`src/rtl/io_cmd_pkg.sv`:
```
// Shared FSM state encoding and protocol byte constants for the UART-driven IO bus master.
package io_cmd_pkg;

    typedef enum logic [2:0] {
        IDLE   = 3'd0,
        ADDR   = 3'd1,
        DATA   = 3'd2,
        STROBE = 3'd3,
        WAIT   = 3'd4,
        RESP   = 3'd5
    } state_e;

    localparam logic [7:0] OP_WR   = 8'h57;
    localparam logic [7:0] OP_RD   = 8'h52;
    localparam logic [7:0] RSP_OK  = 8'h4B;
    localparam logic [7:0] RSP_ERR = 8'h45;

endpackage

```
`src/rtl/io_bus_cmd_master.sv`:
```
// Byte-command driven IO bus initiator: strobe one cycle after the last frame byte, reply from the cycle after io_ready.
// Response bytes are pushed only while tx_full is low; rx bytes arriving outside a frame-receive state are dropped.
module io_bus_cmd_master
    import io_cmd_pkg::*;
#(
    parameter int unsigned TIMEOUT   = 1024,
    parameter int unsigned GAP_LIMIT = 1_000_000
) (
    input  logic        clk,
    input  logic        reset,
    input  logic [7:0]  rx_data,
    input  logic        rx_valid,
    input  logic        tx_full,
    output logic        tx_wr,
    output logic [7:0]  tx_data,
    output logic        io_addr_strobe,
    output logic        io_read_strobe,
    output logic        io_write_strobe,
    output logic [3:0]  io_byte_enable,
    output logic [31:0] io_address,
    output logic [31:0] io_write_data,
    input  logic [31:0] io_read_data,
    input  logic        io_ready,
    output logic        busy
);

    localparam int TW = (TIMEOUT > 1)   ? $clog2(TIMEOUT)   : 1;
    localparam int GW = (GAP_LIMIT > 1) ? $clog2(GAP_LIMIT) : 1;

    state_e        state_q, state_d;
    logic          is_wr_q, is_wr_d;
    logic [31:0]   addr_q, addr_d;
    logic [31:0]   wdata_q, wdata_d;
    logic [31:0]   resp_q, resp_d;
    logic [1:0]    byte_cnt_q, byte_cnt_d;
    logic [TW-1:0] to_cnt_q, to_cnt_d;
    logic [GW-1:0] gap_cnt_q, gap_cnt_d;

    always_comb begin
        state_d    = state_q;
        is_wr_d    = is_wr_q;
        addr_d     = addr_q;
        wdata_d    = wdata_q;
        resp_d     = resp_q;
        byte_cnt_d = byte_cnt_q;
        to_cnt_d   = '0;
        gap_cnt_d  = '0;
        case (state_q)
            IDLE: begin
                if (rx_valid && (rx_data == OP_WR || rx_data == OP_RD)) begin
                    is_wr_d    = (rx_data == OP_WR);
                    byte_cnt_d = 2'd0;
                    state_d    = ADDR;
                end
            end
            ADDR, DATA: begin
                if (rx_valid) begin
                    if (state_q == ADDR) addr_d  = {addr_q[23:0], rx_data};
                    else                 wdata_d = {wdata_q[23:0], rx_data};
                    byte_cnt_d = byte_cnt_q + 2'd1;
                    if (byte_cnt_q == 2'd3)
                        state_d = (state_q == ADDR && is_wr_q) ? DATA : STROBE;
                end else if (gap_cnt_q == GW'(GAP_LIMIT - 1)) begin
                    state_d = IDLE;
                end else begin
                    gap_cnt_d = gap_cnt_q + GW'(1);
                end
            end
            STROBE: begin
                // counter is zero here, so it equals cycles-since-strobe during WAIT
                to_cnt_d = to_cnt_q + TW'(1);
                state_d  = WAIT;
            end
            WAIT: begin
                if (io_ready) begin
                    resp_d     = is_wr_q ? {RSP_OK, 24'h0} : io_read_data;
                    byte_cnt_d = is_wr_q ? 2'd0 : 2'd3;
                    state_d    = RESP;
                end else if (to_cnt_q == TW'(TIMEOUT - 1)) begin
                    resp_d     = {RSP_ERR, 24'h0};
                    byte_cnt_d = 2'd0;
                    state_d    = RESP;
                end else begin
                    to_cnt_d = to_cnt_q + TW'(1);
                end
            end
            RESP: begin
                if (!tx_full) begin
                    resp_d = {resp_q[23:0], 8'h0};
                    if (byte_cnt_q == 2'd0) state_d = IDLE;
                    else                    byte_cnt_d = byte_cnt_q - 2'd1;
                end
            end
            default: state_d = IDLE;
        endcase
    end

    always_ff @(posedge clk or posedge reset) begin
        if (reset) begin
            state_q    <= IDLE;
            is_wr_q    <= 1'b0;
            addr_q     <= '0;
            wdata_q    <= '0;
            resp_q     <= '0;
            byte_cnt_q <= '0;
            to_cnt_q   <= '0;
            gap_cnt_q  <= '0;
        end else begin
            state_q    <= state_d;
            is_wr_q    <= is_wr_d;
            addr_q     <= addr_d;
            wdata_q    <= wdata_d;
            resp_q     <= resp_d;
            byte_cnt_q <= byte_cnt_d;
            to_cnt_q   <= to_cnt_d;
            gap_cnt_q  <= gap_cnt_d;
        end
    end

    assign busy            = (state_q != IDLE);
    assign io_addr_strobe  = (state_q == STROBE);
    assign io_read_strobe  = (state_q == STROBE) && !is_wr_q;
    assign io_write_strobe = (state_q == STROBE) && is_wr_q;
    assign io_byte_enable  = (state_q == STROBE) ? 4'hF : 4'h0;
    assign io_address      = addr_q;
    assign io_write_data   = wdata_q;
    assign tx_wr           = (state_q == RESP) && !tx_full;
    assign tx_data         = (state_q == RESP) ? resp_q[31:24] : 8'h0;

endmodule

```
`config.mk`:
```
export PLATFORM = sky130hd
export DESIGN_NAME = io_bus_cmd_master
export DESIGN_NICKNAME = d
export VERILOG_FILES = /design/src/rtl/io_cmd_pkg.sv /design/src/rtl/io_bus_cmd_master.sv
export SDC_FILE = /design/constraint.sdc
export NUM_CORES = 1
export LEC_CHECK = 0
export BUFFER_PORTS_ARGS = -buffer_cell sky130_fd_sc_hd__buf_2
export CAP_MARGIN = 0
export CORE_MARGIN = 3
export CORE_UTILIZATION = 30
export DETAILED_ROUTE_END_ITERATION = 10
export GPL_TIMING_DRIVEN = 0
export PLACE_DENSITY = 0.48
export SETUP_SLACK_MARGIN = 0.05
export SLEW_MARGIN = 20
export SYNTH_ARGS = -nofsm -noshare
export SYNTH_HDL_FRONTEND = slang
export SYNTH_SLANG_ARGS = --single-unit
```
`constraint.sdc`:
```
create_clock -name clk -period 6.29 [get_ports clk]
set_clock_uncertainty 0.1 [all_clocks]
set_input_delay 1.258 -clock clk [delete_from_list [all_inputs] [get_ports clk]]
set_output_delay 1.258 -clock clk [all_outputs]
set_load 0.02 [all_outputs]
```
After elaboration in Yosys (flattened, before gate mapping)
Index checks and enable logic that the tools add are counted.

Input port bits: 45. Logic and storage cells: 82. Output and inout bits: 81. Flip-flop bits (word level): 132.

Bitwise gates (word level): 1. Reduce and logical (&&, ||, !) cells: 20. Equal/unequal tests: 18. Multiplexer cells: 31. $add $sub $neg: 4.

Operators with widths (count): $mux 32 (4); $pmux 32 s2 (1); $mux 20 (3); $mux 3 (8); $add 20x1->20 const B (1); $eq 20x20->1 const B (1); $mux 10 (2); $pmux 10 s2 (1); $eq 8x7->1 const B (2); $pmux 3 s5 (1); $mux 2 (7); $reduce_and 6->1 (2); $add 10x1->10 const B (1); $eq 10x10->1 const B (1); $ne 2x2->1 const B (5); $ne 3x3->1 const B (3); $reduce_and 3->1 (3); $mux 8 (1); $pmux 2 s4 (1); $eq 3x2->1 const B (2); $eq 3x3->1 const B (2); $logic_and 1x1->1 (5); $mux 4 (1); $reduce_bool 4->1 (1); other kinds (14) (15).

Depth between registers and ports, before layout
Word-level depth: 6. Gate-level depth with buffers: 8. Gate-level depth less buffers: 6.

Worst setup path after synthesis
Ideal clock, no wire load.

Kind: input-to-output. From: input port tx_full. To: output port tx_wr. Buffers on the path: 0. Data arrival time: 1.551 ns. Path slack: 3.381 ns. Stages on the path: 1. Data required time: 4.932 ns. Cell sequence: nor2_1.

Cells in the longest elaborated chain, start to end: 2.

RTL lines: start: declaration (line io_bus_cmd_master.sv:13) `input logic tx_full,`; $logic_not 1->1 (line io_bus_cmd_master.sv:127) `assign tx_wr = (state_q == RESP) && !tx_full;`; $logic_and 1x1->1 (line io_bus_cmd_master.sv:127); end: declaration (line io_bus_cmd_master.sv:14) `output logic tx_wr,`.

No other way between the ends.

Worst setup path in the final report
From: register state_q[1]. To: output port tx_data[3].

Cells in the longest elaborated chain, start to end: 2.

RTL lines: start: declaration (line io_bus_cmd_master.sv:30) `state_e state_q, state_d;`; start signal: assignment (line io_bus_cmd_master.sv:109) `state_q <= state_d;`; $eq 3x3->1 (line io_bus_cmd_master.sv:128) `assign tx_data = (state_q == RESP) ? resp_q[31:24] : 8'h0;`; $mux 8 (line io_bus_cmd_master.sv:128); end: declaration (line io_bus_cmd_master.sv:15) `output logic [7:0] tx_data,`.

No other way between the ends.

==> impl_metrics.ini <==
[run_status]
status = completed

[final_layout]
design_area_mm2 = 0.00762
diodes = 0
layout-drive-gt1-share_pct = 38.5
post_layout_nonfiller_instances = 954
finalNetCount = 725
fill_cells = 2014
area_growth_pct = 25.5

[placed_design]
dp_hpwl_mm = 10.8
placed_cells = 924
dp_worst_setup_slack_ps = 3230
placed_area_mm2 = 0.00706
port_buffers = 125
routabilityCongestion = 0.754

[synth]
syn_nets = 580
async_flop_share_pct = 100
synth.ff_latch_count = 132
ys_warn_count = 0
synth_edf_count = 0
synth.avg_cell_area_um2 = 11.4
synth_area_mm2 = 0.00607
synth_cells = 533
synth_cell_types = 52
ys_seq_area_share_pct = 54.4
ys.flop_type = dfrtp_1

[flow_run]
cap_violations = 0

[setup_path]
crit_path_end_kind = primary output
r2r_start = state_q[2]
path_max_fanout = 10
cp.required_ps = 4930
cp-start-kind = flip-flop
critPathKind = flip-flop to primary output
critPathArrivalTime_ps = 2050
r2r_cells = 4
ff2ff_setup_slack_ps = 4270
worstReg2RegEnd = io_write_data[10]

[routing]
drtIter0Drc = 162
routed_wl_mm = 14.8
post-route-drc-count = 0
ant_nets = 0
vias_per_cell = 4.57
wl_per_cell_um = 15.5
dr.pass1.iters = 4
dr_total_vias = 4363

[die]
num_rows = 51
dieWidth_um = 148
start_util_pct = 30.9
core_area_mm2 = 0.0197
die_y_um = 148
boundaryPins = 126
die_area_mm2 = 0.0220

[cts]
clock_latency_ps = 420
cts_hold_buf = 0
post-cts-setup-buffers = 0
cts_tree = done
cts_sinks = 132
cts_repair_resize_count = 0
clockBufferDepth = 2
htree_levels = 4
cts_made_buffers = 17
clk_pin_slew_ps = 60
clockRootBuffer = clkbuf_16

[power_and_ir_drop]
power.density_mw_per_mm2 = 488
power.total_w = 0.00372
power_frac_comb_pct = 38.0
ir_drop_mv = 0.221
intPower_w = 0.00234
leakage_nw = 3.66
p_clk_share_pct = 25.6
p_sw_share_pct = 37.2
seqPwrFrac_pct = 36.5
p_sw_w = 0.00138

[global_routing]
track_usage_pct = 14.0
antenna_found_initial = 0
gr-total-overflow = 0
busiest_layer = met2
grt_max_degree = 70
grt_pass1_vias = 4505
use_met1_pct = 18.1
met2_usage_pct = 22.6
grt_pass1_wl_mm = 24.5
grt_use_met3_pct = 3.60

[worst_hold_path]
hold_start = resp_q[22]
hold_end = resp_q[22]
min_path_cells = 2
hp-class = flip-flop to flip-flop

[timing]
layout_setup_ws_ps = 2880
max_freq_ghz = 0.293
fin_crit_sh_pct = 54.2
period_needed_ps = 3410
slew_headroom_pct = 64.3
setup_viol = 0
finalHoldViolations = 0
drv_slew = 0
rsz0062_at_grt = no
whs_ps = 371
worst_pin_slew_ps = 534
-- power groups by stage --
stage / clock network [W] / logic (W) / registers, W
detailed placement: 0 / 0.00143 / 0.00137
floorplan: 0 / 0.000764 / 0.00156
CTS: 0.000978 / 0.00144 / 0.00136
global route: 0.00102 / 0.00154 / 0.00140
finish: 0.000951 / 0.00141 / 0.00136
global placement: 0 / 0.00141 / 0.00136
-- layer usage --
metal / share of wire (%) / vias to the layer above
met5: 0 / -
met4: 1.6 / 0
met3: 3.7 / 16
met2: 49 / 73
met1: 46 / 2139
li1: - / 2135
-- worst max path at each step --
stage                     from       endpoint  slack, ps  cells past startpoint
finish              state_q[1]     tx_data[3]       2880                      5
floorplan                reset  byte_cnt_q[0]       1410                      1
global placement         reset      resp_q[4]       -160                      2
detailed placement     tx_full          tx_wr       3230                      3
CTS                 state_q[1]     tx_data[3]       2810                      5
global route        state_q[1]     tx_data[3]       2700                      5
-- logic make-up (layout without fill, tap and decap cells) --
family / count (synthesis) / after routing / share of synthesized area (%)
AOI/OAI and AO/OA: 79 / 79 / 8.18
muxes: 68 / 68 / 12.6
buffers and inverters: 40 / 196 / 4.37
xor gates and xnor gates: 30 / 30 / 4.33
DFF: 132 / 132 / 54.4
and+or+nand+nor: 182 / 182 / 15.7
adders and majority gates: 2 / 2 / 0.412
-- placed cells by master, fill, tap and decap left out, drive strengths merged, types with 2 or more instances in the layout --
master,instances
and3,32
nand2b,5
nor4b,3
nor3b,3
or3,2
o21ai,38
buf,152
o22ai,3
and4,4
a211oi,2
xor2,17
nand4,4
bufinv,2
nor2b,3
nand3,11
clkbuf,28
nor2,47
clkinv,4
nor3,4
inv,9
xnor2,13
nand2,54
dfrtp,132
mux2,66
a21oi,28
ha,2
mux2i,2
and2,5
-- synth_stat cells, types with 2 or more instances --
library cell	instances	share of area [%]
nand3_1	11	0.91
nor4b_1	2	0.29
and3_1	32	3.3
clkbuf_1	6	0.37
a211oi_1	2	0.25
or3_1	2	0.21
and4_1	3	0.43
mux2_2	65	12
o21ai_0	8	0.66
mux2i_1	2	0.33
xor2_1	17	2.5
ha_1	2	0.41
nor2b_1	2	0.21
o21ai_1	20	1.6
o21ai_2	10	1.4
buf_2	8	0.66
xnor2_1	13	1.9
a21oi_1	27	2.2
dfrtp_1	132	54
o22ai_1	3	0.31
and2_1	5	0.52
nor2_1	46	2.8
nand4_1	3	0.31
nand2b_1	5	0.52
inv_1	8	0.49
nor3_1	4	0.33
buf_4	8	0.99
buf_6	10	1.9
nand2_1	54	3.3
-- metrics by stage --
step	util [%]	setup TNS (ps)
finish	38.8	0
floorplan	-	0
CTS	38.8	0
detailed placement	35.9	0
global route	38.8	0
global placement	35.8	-19700
-- cell type report --
cell class / instances / area (µm²) / share of cell area, %
sequential: 132 / 3300 / 43.3
multi-input combinational: 361 / 2500 / 32.8
timing repair buffer: 126 / 653 / 8.57
clock buffer: 22 / 454 / 5.96
tap: 265 / 332 / 4.35
buffer: 32 / 235 / 3.09
clock inverter: 8 / 104 / 1.36
inverter: 8 / 37.5 / 0.492
-- critical path, stage by stage, from the launching register on --
cell and delay (ps):
dfrtp_1 480, nor2b_4 240, nand2_1 220, clkbuf_1 300, nor2_1 200, buf_2 190
-- flip-flops by register name (all words and copies together) (netlist names) --
register	count
io_address	32
io_write_data	32
resp_q	32
gap_cnt_q	20
to_cnt_q	10
state_q	3
byte_cnt_q	2
is_wr_q	1
Power figures use the tool's default switching activity.
